**config.mk**
```make
export PLATFORM = sky130hd
export DESIGN_NAME = rgb_pwm_driver
export DESIGN_NICKNAME = d
export VERILOG_FILES = /design/src/rtl/rgb_pwm_driver.sv
export SDC_FILE = /design/constraint.sdc
export NUM_CORES = 1
export LEC_CHECK = 0
export BUFFER_PORTS_ARGS = -buffer_cell sky130_fd_sc_hd__buf_4
export CORE_ASPECT_RATIO = 1.5
export CORE_MARGIN = 2
export CORE_UTILIZATION = 57
export CTS_CLUSTER_DIAMETER = 200
export DETAILED_ROUTE_END_ITERATION = 6
export PLACE_DENSITY = 0.77
export SLEW_MARGIN = 25
export SYNTH_ARGS = -nofsm -noshare
export SYNTH_HDL_FRONTEND = slang
export SYNTH_SLANG_ARGS = --single-unit
```
**constraint.sdc**
```tcl
create_clock -name clk -period 2.1 [get_ports clk]
set_input_delay 0.315 -clock clk [delete_from_list [all_inputs] [get_ports clk]]
set_output_delay 0.315 -clock clk [all_outputs]
set_load 0.01 [all_outputs]
```
**src/rtl/rgb_pwm_driver.sv**
```systemverilog
// rgb_pwm_driver: prescaled PWM LED driver whose colour and duty update only at period boundaries.
// Optional macro RGB_BLINK_EN adds a blink input that blanks the LEDs on alternate 32-period blocks.
module rgb_pwm_driver #(
    parameter int CNT_W    = 8,
    parameter int PRESCALE = 4
) (
    input  logic             clk,
    input  logic             rst_n,
    input  logic             r,
    input  logic             g,
    input  logic             b,
    input  logic [CNT_W-1:0] duty,
    input  logic             load,
`ifdef RGB_BLINK_EN
    input  logic             blink,
`endif
    output logic             led_r,
    output logic             led_g,
    output logic             led_b,
    output logic             period_start
);

    localparam int              PS_W    = (PRESCALE > 1) ? $clog2(PRESCALE) : 1;
    localparam logic [PS_W-1:0] PS_LAST = PS_W'(PRESCALE - 1);
    localparam logic [CNT_W-1:0] CNT_MAX = '1;

    logic [PS_W-1:0]  pre;
    logic [CNT_W-1:0] cnt;
    logic             pend_r, pend_g, pend_b;
    logic [CNT_W-1:0] pend_duty;
    logic             act_r, act_g, act_b;
    logic [CNT_W-1:0] act_duty;
    logic             tick;
    logic             wrap;
    logic             pwm_on;
    logic             gate_off;

    assign tick   = (pre == PS_LAST);
    assign wrap   = tick && (cnt == CNT_MAX);
    assign pwm_on = (cnt < act_duty) && !gate_off;

`ifdef RGB_BLINK_EN
    logic [5:0] period_cnt;

    // MSB of the period counter selects the dark half of each 64-period blink cycle
    assign gate_off = blink && period_cnt[5];

    always_ff @(posedge clk) begin
        if (!rst_n) begin
            period_cnt <= '0;
        end else if (wrap) begin
            period_cnt <= period_cnt + 6'd1;
        end
    end
`else
    assign gate_off = 1'b0;
`endif

    always_ff @(posedge clk) begin
        if (!rst_n) begin
            pre <= '0;
            cnt <= '0;
        end else begin
            pre <= tick ? '0 : pre + 1'b1;
            if (tick) begin
                cnt <= cnt + 1'b1;
            end
        end
    end

    // A load coinciding with a wrap goes straight to active so it takes effect next period
    always_ff @(posedge clk) begin
        if (!rst_n) begin
            pend_r    <= 1'b0;
            pend_g    <= 1'b0;
            pend_b    <= 1'b0;
            pend_duty <= '0;
            act_r     <= 1'b0;
            act_g     <= 1'b0;
            act_b     <= 1'b0;
            act_duty  <= '0;
        end else begin
            if (load) begin
                pend_r    <= r;
                pend_g    <= g;
                pend_b    <= b;
                pend_duty <= duty;
            end
            if (wrap) begin
                act_r    <= load ? r    : pend_r;
                act_g    <= load ? g    : pend_g;
                act_b    <= load ? b    : pend_b;
                act_duty <= load ? duty : pend_duty;
            end
        end
    end

    always_ff @(posedge clk) begin
        if (!rst_n) begin
            led_r        <= 1'b0;
            led_g        <= 1'b0;
            led_b        <= 1'b0;
            period_start <= 1'b0;
        end else begin
            led_r        <= act_r && pwm_on;
            led_g        <= act_g && pwm_on;
            led_b        <= act_b && pwm_on;
            period_start <= wrap;
        end
    end

endmodule

```
## Yosys cells after proc, flatten, opt, wreduce, memory -nomap -nowiden

Index checks and enable logic that the tools add are counted.

- Equal/unequal tests: 2
- Multiply operators: 0
- Shift operators: 0
- Bitwise gates (word level): 1
- Add/subtract/negate cells: 2
- Reduce and logical (&&, ||, !) cells: 5
- Order comparisons: 1
- Divide/modulo/power cells: 0
- Muxes and demuxes: 4

Operators by type and width:

| kind | number |
|---|---|
| $add 8x1->8 const B | 1 |
| $eq 8x8->1 const B | 1 |
| $lt 8x8->1 | 1 |
| $mux 8 | 1 |
| $logic_and 1x1->1 | 4 |
| $mux 1 | 3 |
| $add 2x1->2 const B | 1 |
| $eq 2x2->1 const B | 1 |
| $reduce_or 2->1 | 1 |
| $not 1->1 | 1 |

- Bits in read-only memories: 0
- Memories kept: 0
- Bits in latches: 0
- Flip-flop bits (word level): 36
- Memory bits (writable): 0
- Logic and storage cells: 29
- Input bits: 14

## Logic depth before layout (Yosys ltp)

- Depth after elaboration: 2
- Mapped depth: 6

## Worst setup path after synthesis

OpenSTA, ideal clock, no wires.

- Path kind: reg-to-reg
- Start: register pre[0]
- End: register act_duty[0]
- Period minus slack after synthesis: 1546 ps
- Buffers on the path: 2
- Setup slack: 554 ps
- Cell stages (with the launch flop): 7
- Arrival: 1424 ps
- Cells stage by stage: dfxtp_1 ha_1 buf_6 and3_4 and4_4 buf_12 mux2_4

- Cells in the longest elaborated chain, start to end: 2

Ends and longest elaborated chain:

| what | RTL line | source |
|---|---|---|
| start, declared | 27 | `logic [PS_W-1:0] pre;` |
| start signal, assigned | 64 | `pre <= tick ? '0 : pre + 1'b1;` |
| $eq 2x2->1 | 38 | `assign tick = (pre == PS_LAST);` |
| $logic_and 1x1->1 | 39 | `assign wrap = tick && (cnt == CNT_MAX);` |
| end signal, assigned | 93 | `act_duty <= load ? duty : pend_duty;` |
| end, declared | 32 | `logic [CNT_W-1:0] act_duty;` |

No other way between the ends.
A chain may end at the register's enable or synchronous reset.

## Final worst setup path

- Start: register pre[0]
- End: register act_duty[7]

The elaborated chain is that of the path after synthesis.

==> impl_metrics.ini <==
[synthesis]
synth_seq_cells = 36
syn_area_per_cell_um2 = 10.9
yosysTopAreaCell = dfxtp_1
synthCells = 151
syn_area_um2 = 1640
netlist.area_leader.share = 0.439
synth_ff_type = dfxtp_1
syn-num-nets = 174
yosysSeqAreaShare = 0.439
ys.warnings.count = 0
synth_area_leaders = dfxtp_1 (44%), mux2i_1 (8.5%), mux2_4 (8.2%)
synth_cell_types = 32
ys_top_cells_by_count = dfxtp_1 (36), and2_1 (15), mux2i_1 (14)
yosysMostFrequentCell = dfxtp_1
ys_async_sr_fraction = 0
synth_edf_count = 0

[place]
pre_cts_ws_ns = 0.294
hpwl_mm = 1.98
placed_area_um2 = 1760
finalWeightedCongestion = 0.723
portBuffers = 17

[route]
drc = 0
vias_per_cell = 5.32
drt_first_pass_iters = 4
drtAntennaViolNets = 0
wirelength_mm = 2.70
drt-wirelength-per-cell_um = 13.1
drtIter0Drc = 13
vias = 1096

[cts]
cts_buffer_depth = 2
cts_buffers = 5
cts-root-buf = clkbuf_8
cts.sinks = 36
post_cts_buffers = 0
insertion_delay_ns = 0.28
hold_buffers = 0
post_cts_resized = 0
cts.htree.levels = 2
cts.clk_slew.worst_paths_ns = 0.06
cts_tree = yes

[floorplanning]
io_pins = 18
start_util = 0.607
core_area_um2 = 2710
dieArea_um2 = 3340
die_h_um = 69.8
rows = 23
fp.dieW_um = 47.8

[timing]
setup_violations = 0
skew_ns = 0.00242
finalCriticalPeriod_ns = 1.81
fin_setup_tns_ns = 0
rsz0062_at_grt = false
finalHoldViolations = 0
finalMaxSlewViolations = 0
tightest_slew_ns = 0.356
relSlewSlack = 0.760
max_freq_mhz = 553
period_share = 0.861
layout_setup_ws_ns = 0.292

[grt]
grt_util_all_layers = 0.200
grt_pass1_wl_mm = 4.69
grt_pass1_vias = 1125
grt_max_degree = 39
overflow = 0
antenna_found_initial = 0

[setup_path]
critPathArrivalTime_ns = 1.98
crit_type = reg2reg
critPathCaptureType = flop
cp_data_required_time_ns = 2.27
cp_max_fo = 12
cp-start-kind = flop

[finish]
syn_to_final_growth_pct = 12.8
postLayoutCoreUtil = 0.685
drive_gt1_frac = 0.225
fill_cells = 228
num_antenna_cells = 0
final_cell_area_um2 = 1850
nets = 191

[power]
leakage_nw = 0.797
ir_drop_mv = 0.529
pwr_density_cell_nw_per_um2 = 685

[hold_path]
hold_path_class = in2reg

[run_status]
status = completed

[run]
cap_violations = 0
## cells in the final DEF (no fill, tap or decap), types with 4 or more instances in the layout
master     n
and2_1    15
buf_4     17
clkbuf_8   6
dfxtp_1   36
ha_1       9
inv_1     10
mux2_4     9
mux2i_1   14
nand2_1    4
nand4_1    4
nor2b_1   13
## cell families after synthesis
group,after synthesis,synth area share
and+or+nand+nor,48,0.186
DFF,36,0.439
muxes,25,0.181
buffers and inverters,17,0.0556
AOI/OAI and AO/OA,12,0.0487
adders and majority gates,9,0.0685
xor gates and xnor gates,4,0.0213
## critical path, stage by stage (launching register included)
cell,delay (ns)
dfxtp_1,0.35
ha_1,0.34
and3_4,0.26
and4_4,0.38
mux2_2,0.37
## state kept, by name, summed over array words and instances, names as in the netlist, 2 cells and up
signal     count
pend_duty      8
act_duty       8
cnt            8
pre            2
## path summary, 6_finish.rpt
kind                               endpoint  cells after the start  slack [ns]  startpoint
worst max-delay path            act_duty[7]                      4        0.29      pre[0]
worst min-delay path                 pend_b                      3        0.34           b
worst max register to register  act_duty[7]                      4        0.29      pre[0]
worst min register to register       pre[0]                      1        0.45      pre[0]
## stage by stage
stage / hold slack, ns / power, mW / cells
6_report: 0.337 / 1.27 / 206
5_1_grt: 0.362 / 1.33 / 206
4_1_cts: 0.330 / 1.29 / 206
3_5_place_dp: 0.442 / 0.800 / 198
3_3_place_gp: 0.409 / 0.795 / 198
2_1_floorplan: 0.403 / 0.774 / 151
## routing by layer
metal	share of wire	up-vias	wire length, um	GRT usage
met1	0.41	521	1100	0.206
met4	0.040	0	108	0.126
li1	-	549	-	-
met2	0.51	17	1390	0.319
met5	0	-	0	0
met3	0.037	9	100	0.0703
## where the power goes
part	internal, mW	switching [mW]	leakage, nW
logic	0.0405	0.0324	0.459
registers	0.702	0.00867	0.293
clock network	0.267	0.219	0.0455
## area by class of cell
| class | count | area, um^2 | area share |
|---|---|---|---|
| well taps | 37 | 46.3 | 0.0250 |
| repair buffers | 17 | 128 | 0.0689 |
| inverters | 10 | 37.5 | 0.0203 |
| multi-input cells | 98 | 831 | 0.448 |
| clock buffers | 8 | 90.1 | 0.0486 |
| flip-flops and latches | 36 | 721 | 0.389 |
(Power assumes the default switching activity.)
